$ cat src/rtl/word_pack7_pkg.sv
// Shared field layout for the 7-series word packer/unpacker pair.
package word_pack7_pkg;

    localparam int F0_W   = 120;
    localparam int F1_W   = 8;
    localparam int WORD_W = 128;
    localparam int F1_LSB = 120;

    typedef struct packed {
        logic [F1_W-1:0] f1;
        logic [F0_W-1:0] f0;
    } word_t;

endpackage

$ cat src/rtl/word_unpack7_buf.sv
// Circular word store with pointers, occupancy and a registered head-word copy.
module word_unpack7_buf
    import word_pack7_pkg::*;
#(
    parameter int DEPTH = 2
) (
    input  logic                       clk_i,
    input  logic                       rst_i,
    input  logic                       push_i,
    input  logic                       pop_i,
    input  word_t                      wr_data_i,
    output word_t                      head_o,
    output logic [$clog2(DEPTH):0]     count_o
);

    localparam int PTR_W = $clog2(DEPTH);
    localparam int CNT_W = PTR_W + 1;

    word_t              mem_q [DEPTH];
    word_t              head_q;
    word_t              head_d;
    logic [PTR_W-1:0]   wr_ptr_q;
    logic [PTR_W-1:0]   wr_ptr_d;
    logic [PTR_W-1:0]   rd_ptr_q;
    logic [PTR_W-1:0]   rd_ptr_d;
    logic [PTR_W-1:0]   rd_nxt_s;
    logic [CNT_W-1:0]   count_q;
    logic [CNT_W-1:0]   count_d;

    assign rd_nxt_s = rd_ptr_q + PTR_W'(1);

    // Pointer and occupancy next-state
    always_comb begin
        wr_ptr_d = wr_ptr_q;
        rd_ptr_d = rd_ptr_q;
        count_d  = count_q;
        if (push_i) begin
            wr_ptr_d = wr_ptr_q + PTR_W'(1);
        end else begin
            wr_ptr_d = wr_ptr_q;
        end
        if (pop_i) begin
            rd_ptr_d = rd_nxt_s;
        end else begin
            rd_ptr_d = rd_ptr_q;
        end
        case ({push_i, pop_i})
            2'b10:   count_d = count_q + CNT_W'(1);
            2'b01:   count_d = count_q - CNT_W'(1);
            default: count_d = count_q;
        endcase
    end

    // Head copy tracks the entry that will sit at rd_ptr after this edge;
    // a push into an empty (or emptying) buffer bypasses storage.
    always_comb begin
        head_d = head_q;
        if (pop_i) begin
            if (count_q > CNT_W'(1)) begin
                head_d = mem_q[rd_nxt_s];
            end else if (push_i) begin
                head_d = wr_data_i;
            end else begin
                head_d = head_q;
            end
        end else if (push_i && (count_q == CNT_W'(0))) begin
            head_d = wr_data_i;
        end else begin
            head_d = head_q;
        end
    end

    // Control state registers
    always_ff @(posedge clk_i or posedge rst_i) begin
        if (rst_i) begin
            wr_ptr_q <= PTR_W'(0);
            rd_ptr_q <= PTR_W'(0);
            count_q  <= CNT_W'(0);
            head_q   <= '0;
        end else begin
            wr_ptr_q <= wr_ptr_d;
            rd_ptr_q <= rd_ptr_d;
            count_q  <= count_d;
            head_q   <= head_d;
        end
    end

    // Storage array; contents are don't-care after reset
    always_ff @(posedge clk_i) begin
        if (push_i) begin
            mem_q[wr_ptr_q] <= wr_data_i;
        end
    end

    assign head_o  = head_q;
    assign count_o = count_q;

endmodule

$ cat src/rtl/word_unpack_7.sv
// Splits buffered 128-bit words into independent field-0/field-1 streams.
// Optional retire counter enabled by defining WORD_UNPACK7_STATS_EN.
module word_unpack_7
    import word_pack7_pkg::*;
#(
    parameter int DEPTH = 2
) (
    input  logic                clk_i,
    input  logic                rst_i,
    input  logic                in_valid_i,
    output logic                in_ready_o,
    input  logic [WORD_W-1:0]   data_in,
    output logic                out0_valid_o,
    input  logic                out0_ready_i,
    output logic [F0_W-1:0]     data_out0,
    output logic                out1_valid_o,
    input  logic                out1_ready_i,
    output logic [F1_W-1:0]     data_out1
`ifdef WORD_UNPACK7_STATS_EN
    ,
    output logic [31:0]         word_cnt_o
`endif
);

    localparam int CNT_W = $clog2(DEPTH) + 1;

    word_t              head_s;
    word_t              wr_word_s;
    logic [CNT_W-1:0]   count_s;
    logic               not_empty_s;
    logic               push_s;
    logic               xfer0_s;
    logic               xfer1_s;
    logic               retire_s;
    logic               t0_q;
    logic               t0_d;
    logic               t1_q;
    logic               t1_d;

    assign wr_word_s   = word_t'(data_in);
    assign not_empty_s = (count_s != CNT_W'(0));
    assign in_ready_o  = (count_s < CNT_W'(DEPTH));
    assign push_s      = in_valid_i && in_ready_o;

    assign out0_valid_o = not_empty_s && !t0_q;
    assign out1_valid_o = not_empty_s && !t1_q;
    assign xfer0_s      = out0_valid_o && out0_ready_i;
    assign xfer1_s      = out1_valid_o && out1_ready_i;
    assign retire_s     = (t0_q || xfer0_s) && (t1_q || xfer1_s);

    assign data_out0 = head_s[F0_W-1:0];
    assign data_out1 = head_s[F1_LSB +: F1_W];

    word_unpack7_buf #(
        .DEPTH (DEPTH)
    ) u_buf (
        .clk_i     (clk_i),
        .rst_i     (rst_i),
        .push_i    (push_s),
        .pop_i     (retire_s),
        .wr_data_i (wr_word_s),
        .head_o    (head_s),
        .count_o   (count_s)
    );

    // Taken flags: set on a field transfer, cleared when the head retires
    always_comb begin
        t0_d = t0_q;
        t1_d = t1_q;
        if (retire_s) begin
            t0_d = 1'b0;
            t1_d = 1'b0;
        end else begin
            t0_d = t0_q || xfer0_s;
            t1_d = t1_q || xfer1_s;
        end
    end

    // Taken flag registers
    always_ff @(posedge clk_i or posedge rst_i) begin
        if (rst_i) begin
            t0_q <= 1'b0;
            t1_q <= 1'b0;
        end else begin
            t0_q <= t0_d;
            t1_q <= t1_d;
        end
    end

`ifdef WORD_UNPACK7_STATS_EN
    logic [31:0] word_cnt_q;
    logic [31:0] word_cnt_d;

    // Retire counter, wraps naturally at 2^32
    always_comb begin
        word_cnt_d = word_cnt_q;
        if (retire_s) begin
            word_cnt_d = word_cnt_q + 32'd1;
        end else begin
            word_cnt_d = word_cnt_q;
        end
    end

    // Retire counter register
    always_ff @(posedge clk_i or posedge rst_i) begin
        if (rst_i) begin
            word_cnt_q <= 32'd0;
        end else begin
            word_cnt_q <= word_cnt_d;
        end
    end

    assign word_cnt_o = word_cnt_q;
`endif

endmodule
$ cat config.mk
export PLATFORM = sky130hd
export DESIGN_NAME = word_unpack_7
export DESIGN_NICKNAME = d
export VERILOG_FILES = /design/src/rtl/word_pack7_pkg.sv /design/src/rtl/word_unpack7_buf.sv /design/src/rtl/word_unpack_7.sv
export SDC_FILE = /design/constraint.sdc
export NUM_CORES = 1
export LEC_CHECK = 0
export CAP_MARGIN = 5
export CORE_ASPECT_RATIO = 1.1
export CORE_MARGIN = 2
export CORE_UTILIZATION = 35
export DETAILED_ROUTE_END_ITERATION = 8
export PLACE_DENSITY = 0.63
export SLEW_MARGIN = 20
export SYNTH_ARGS = -nofsm -noshare
export SYNTH_HDL_FRONTEND = slang
export SYNTH_HIERARCHICAL = 1
export SYNTH_SLANG_ARGS = --single-unit
$ cat constraint.sdc
create_clock -name clk_i -period 7.8 [get_ports clk_i]
set_input_delay 0.78 -clock clk_i [delete_from_list [all_inputs] [get_ports clk_i]]
set_output_delay 0.78 -clock clk_i [all_outputs]
set_load 0.1 [all_outputs]
==> results of run 1 <==
-- cells in the final DEF (no fill, tap or decap) --
cell,Yosys,layout
clkdlybuf4s50_1,0,263
inv_6,0,1
and3b_4,0,1
dfrtp_4,0,1
diode_2,0,2
clkinvlp_4,0,2
bufinv_16,0,4
nor2_4,0,1
nand2_1,130,130
and2_4,0,1
clkbuf_8,0,6
o21ai_0,3,3
ha_1,3,3
a221oi_1,2,2
o21ai_4,0,1
xnor2_1,2,2
a21oi_1,129,129
clkinv_2,0,9
clkinv_1,0,1
clkinv_4,0,1
o21a_4,0,1
o22ai_1,1,1
a22oi_1,128,128
inv_1,8,7
or2_1,1,1
clkbuf_16,0,45
and2b_2,1,1
clkbuf_1,2,10
dfrtp_1,134,133
xor2_1,2,2
buf_12,0,1
mux2i_1,128,128
buf_4,5,9
nor2_1,4,3
edfxtp_1,256,256
-- how the worst min path moves through the flow --
stage               cells past startpoint                        from                    endpoint
finish                                  2                       rst_i              t1_q$_DFF_PP0_
global route                            2                       rst_i              t1_q$_DFF_PP0_
CTS                                     2                       rst_i              t1_q$_DFF_PP0_
detailed placement                      1              t1_q$_DFF_PP0_              t0_q$_DFF_PP0_
global placement                        1              t1_q$_DFF_PP0_              t0_q$_DFF_PP0_
floorplan                               1  u_buf/wr_ptr_q$_DFFE_PP0P_  u_buf/wr_ptr_q$_DFFE_PP0P_
-- layout make-up --
type	count	area [um2]	area share (%)
Timing Repair Buffer	273	2720	13.93
Multi-Input combinational cell	538	3577	18.32
Sequential cell	390	11040	56.55
Inverter	8	35.03	0.1794
Tap cell	567	709.4	3.633
Antenna cell	2	5.005	0.02563
Clock inverter	17	192.7	0.9866
Clock buffer	61	1246	6.381
-- cell families after synthesis --
logic type | Yosys count | synth area share (%)
AOI/OAI and AO/OA | 265 | 11.01
xor gates and xnor gates | 4 | 0.2327
adders and majority gates | 3 | 0.2493
buffers and inverters | 80 | 3.141
DFF | 390 | 73.32
muxes | 128 | 8.509
and+or+nand+nor | 138 | 3.540
-- worst reg2reg max path, stage by stage (launching register included) --
cell and delay (ns):
dfrtp_1 0.47, nor2_1 0.11, a21oi_1 0.50, o21a_4 0.80, buf_4 0.89, a21oi_1 0.26
a22oi_1 0.24
-- per-stage QoR --
stage	cells	hold slack [ns]	worst slack [ns]	utilization [%]	area, um2
after CTS	1854	0.4599	4.288	46.04	19530
after detailed placement	1776	0.5127	3.681	42.65	18090
after global routing	1855	0.4816	4.056	46.05	19530
after floorplan	1008	0.4535	0.8663	-	15060
final	1856	0.5067	4.198	46.06	19530
after global placement	1776	0.5051	3.733	42.65	18090
-- cells in the mapped netlist (2+ instances only) --
cell type	instances
a21oi_1	129
a221oi_1	2
a22oi_1	128
buf_2	53
buf_4	5
buf_6	10
clkbuf_1	2
dfrtp_1	134
edfxtp_1	256
ha_1	3
inv_1	8
mux2i_1	128
nand2_1	130
nor2_1	4
o21ai_0	3
xnor2_1	2
xor2_1	2
-- flip-flops by register name (all words and copies together) (netlist names) --
| register | flops |
|---|---|
| u_buf/mem_q | 256 |
| u_buf/head_o | 128 |
| u_buf/count_o | 2 |
| t0_q | 1 |
| t1_q | 1 |
| u_buf/rd_ptr_q | 1 |
| u_buf/wr_ptr_q | 1 |
-- metal layers --
| layer | vias to the layer above | global-route usage [%] | part of all wire, % |
|---|---|---|---|
| li1 | 4289 | - | - |
| met1 | 4710 | 20.53 | 43 |
| met2 | 246 | 26.81 | 49 |
| met3 | 45 | 5.012 | 6.5 |
| met4 | 2 | 4.459 | 2.0 |
| met5 | - | 0 | 0.030 |
==> impl_metrics.ini, run 1 <==
[outcome]
status = complete, no violations

[setup_path]
end_kind = register
cpMostUsedCell = a21oi_1
rr_worst_depth = 6
path_depth = 7
r2r_setup_slack_ns = 4.44
worst_ep_required_time_ns = 8.25
reg2reg_to = u_buf/head_o[8]$_DFFE_PP0P_
crit_path_end = u_buf/head_o[8]$_DFFE_PP0P_
r2r_start = u_buf/count_o[1]$_DFFE_PP0P_
arrival_ns = 4.05
critical-path-slowest-cell = o21a_4
start_kind = primary input
worstPathMaxFanout = 66
crit_type = in2reg
worstPathCellList = clkdlybuf4s50_1 > o22ai_1 > a21oi_1 > o21a_4 > buf_4 > a21oi_1 > a22oi_1
cpLargestDelayFamily = compound AO/OA/AOI/OAI gates
worstPathBufferInverterCount = 2
max_stage_delay_ns = 0.80
critPathLaunch = out0_ready_i

[global_routing]
antenna_found_initial = 2
grt_max_degree = 221
first_global_vias = 9673
globalRouteTotalUtil_pct = 16.18
grt_pass1_wl_mm = 56.66
overflow = 0

[clock_tree]
ctsHoldBuffers = 0
cts_tree = yes
clockBufferDepth = 3
cts_root_buf = clkbuf_16
ctsHtreeMaxLevel = 2
cts-buffers-inserted = 42
clock-sinks = 390
cts.clk_slew.worst_paths_ns = 0.06
cts-resized-gates = 0
clock_latency_ns = 0.55
post_cts_buffers = 0

[synthesis]
seq_area_frac_synth_pct = 73.32
synth_cells = 1008
synth_flop_cell = edfxtp_1
avgSynthCellArea_um2 = 14.94
post-synth-top-area-fraction_pct = 51.05
synthArstFlopShare_pct = 34.36
syn_nets = 1144
ys_ff_latch = 390
ys_top_cells_by_area = edfxtp_1, dfrtp_1, mux2i_1
yosys.area.top_type = edfxtp_1
ys_warn_count = 6
synth_cell_types = 26
netlist_area_um2 = 15060
synth_edf_count = 256

[timing]
finalCritPeriodShare_pct = 46.18
worst_pin_slew_ns = 1.132
finClkSkew_ns = 0.008447
setup_viol = 0
max_freq_ghz = 0.2776
finalCriticalPeriod_ns = 3.602
rsz0062_at_grt = no
slew_headroom_pct = 24.32
hold_viol = 0
drv_slew = 0
finalSetupTns_ns = 0

[layout]
nNetsFinal = 1389
fill_cells = 3742
syn2layout_area_growth_pct = 29.70
post_route_cells_drive_above_1_share_pct = 6.605

[drt]
drtPass1Iterations = 5
ant_nets = 0
viasPerCell = 5.006
avgRoutedWirePerCell_um = 19.63
drt_wl_total_mm = 36.44
drt_first_iter_violations = 538
num_vias = 9292
drc = 0

[floorplanning]
die_area_um2 = 44700
die_w_um = 201.8
fp.dieH_um = 221.5
placeableCoreArea_um2 = 42400
fp-row-count = 79
start_util_pct = 35.51
pin_count = 264

[placement]
io_buffers = 263
dp_hpwl_mm = 20.60
place.gp.congestion = 0.7263

[job]
drv_cap = 0

[hold_path]
hp-class = in2async
Power of run 1 is left out: the tool's default activity adds up to more than one toggle a clock period on the data nets, which glitch-free logic cannot reach.
==> run 2: changes to the inputs <==
Clock period 7.8 ns to 3.55 ns, I/O delays scaled along.
==> run 2 against run 1 <==
Core utilization rose by 0.26 points. Critical endpoint is now out1_valid_o. Non-clock buffer count rose by 13. Global-route usage barely moved. Critical path depth fell by 4. Wire length fell by 0.30%. Sequential share of layout area fell by 0.31 points. Die area did not move. Cell count rose by 0.27%. Sequential cell count did not move. First-iteration DRC count rose by 2.8%. Via count rose by 0.63%.
==> impl_metrics.ini, run 2 (synthesized netlist as in run 1, its figures left out) <==
[layout]
fill_cells = 3733
syn2layout_area_growth_pct = 30.42
final_cell_mix = clkdlybuf4s50_1, edfxtp_1, dfrtp_1, nand2_1, a21oi_1
top_register = u_buf/mem_q
layout_commonest_cell = clkdlybuf4s50_1
post_route_cells_drive_above_1_share_pct = 6.806
nNetsFinal = 1400
largest_register_ffs = 256
fin_cells = 1861

[placement]
dp_hpwl_mm = 21.24
place.gp.congestion = 0.7305
dp_cells = 1789
io_buffers = 263

[timing]
rsz0062_at_grt = no
hold_viol = 0
finalCritPeriodShare_pct = 77.33
max_freq_ghz = 0.3643
finClkSkew_ns = 0.01441
setup_viol = 0
worst_pin_slew_ns = 1.078
finalSetupTns_ns = 0
finalCriticalPeriod_ns = 2.745
slew_headroom_pct = 27.93
drv_slew = 0

[global_routing]
antenna_found_initial = 2
grt_pass1_wl_mm = 56.50
first_global_vias = 9767
grt_max_degree = 133
overflow = 0
globalRouteTotalUtil_pct = 16.18

[setup_path]
worstPathCellList = nor2_1 > nor2_1 > clkdlybuf4s50_1
worstPathBufferInverterCount = 1
critical-path-slowest-cell = clkdlybuf4s50_1
worstPathMaxFanout = 9
arrival_ns = 2.39
cpLargestDelayFamily = buffers and inverters
end_kind = output pin
start_kind = register
max_stage_delay_ns = 1.13
cpMostUsedCell = nor2_1
r2r_start = u_buf/count_o[1]$_DFFE_PP0P_
crit_type = reg2out
critPathLaunch = u_buf/count_o[1]$_DFFE_PP0P_
worst_ep_required_time_ns = 3.19

[drt]
drtPass1Iterations = 4
num_vias = 9351
viasPerCell = 5.025
drt_first_iter_violations = 553
avgRoutedWirePerCell_um = 19.52
ant_nets = 0
drt_wl_total_mm = 36.33
drc = 0

[clock_tree]
clock-sinks = 390
clock_latency_ns = 0.56
clockBufferDepth = 3
cts-resized-gates = 0
cts_tree = yes
cts_root_buf = clkbuf_16
ctsHtreeMaxLevel = 2
cts.clk_slew.worst_paths_ns = 0.06
cts-buffers-inserted = 40
ctsHoldBuffers = 0
post_cts_buffers = 0

[floorplanning]
fp.dieH_um = 221.5
fp-row-count = 79
start_util_pct = 35.51
die_area_um2 = 44700
placeableCoreArea_um2 = 42400
pin_count = 264
die_w_um = 201.8

[job]
drv_cap = 0

[outcome]
status = complete, no violations

[hold_path]
hp-class = in2async
==> run 2: cell types whose count changed in the layout (fill, tap and decap cells not counted), sizes merged <==
cell / previous run / this run
inv: 8 / 9
diode: 2 / 1
clkdlybuf4s50: 263 / 262
bufinv: 4 / 2
clkinv: 11 / 6
buf: 10 / 24
clkbuf: 61 / 60
==> run 2: path summary, 6_finish.rpt <==
path	end	slack, ns	cells past startpoint
min in group clk_i	u_buf/mem_q[1][106]$_DFFE_PP_	0.41	1
setup reg to reg	u_buf/head_o[74]$_DFFE_PP0P_	1.10	6
hold / removal	t0_q$_DFF_PP0_	0.06	2
max in group asynchronous	u_buf/head_o[48]$_DFFE_PP0P_	2.38	3
hold reg to reg	t0_q$_DFF_PP0_	0.52	1
setup / recovery	out1_valid_o	0.80	3
==> run 2: layout make-up <==
cell class	count	area [um2]	share of cell area, %
Sequential cell	390	11040	56.24
Multi-Input combinational cell	538	3577	18.21
Timing Repair Buffer	286	3015	15.35
Clock buffer	60	1137	5.791
Tap cell	567	709.4	3.612
Clock inverter	11	118.9	0.6053
Inverter	8	33.78	0.1720
Antenna cell	1	2.502	0.01274
==> run 2: stage by stage <==
stage          setup slack, ns  cell area [um2]  util [%]  hold slack (ns)
2_1_floorplan           0.4725            15070         -          0.09618
3_3_place_gp            0.8590            18380     43.34           0.5024
3_5_place_dp            0.8216            18380     43.34           0.5137
4_1_cts                 0.7689            19640     46.31          0.02467
5_1_grt                 0.6884            19640     46.31          0.05461
6_report                0.8049            19640     46.31          0.05540
==> run 2: layer usage <==
layer	vias to the layer above	global-route usage, %	part of all wire (%)
met5	-	0	0.039
met4	2	6.025	2.4
met3	60	3.909	6.4
met2	267	27.24	49
met1	4708	20.24	42
li1	4314	-	-
Power of run 2 is left out for the same reason.
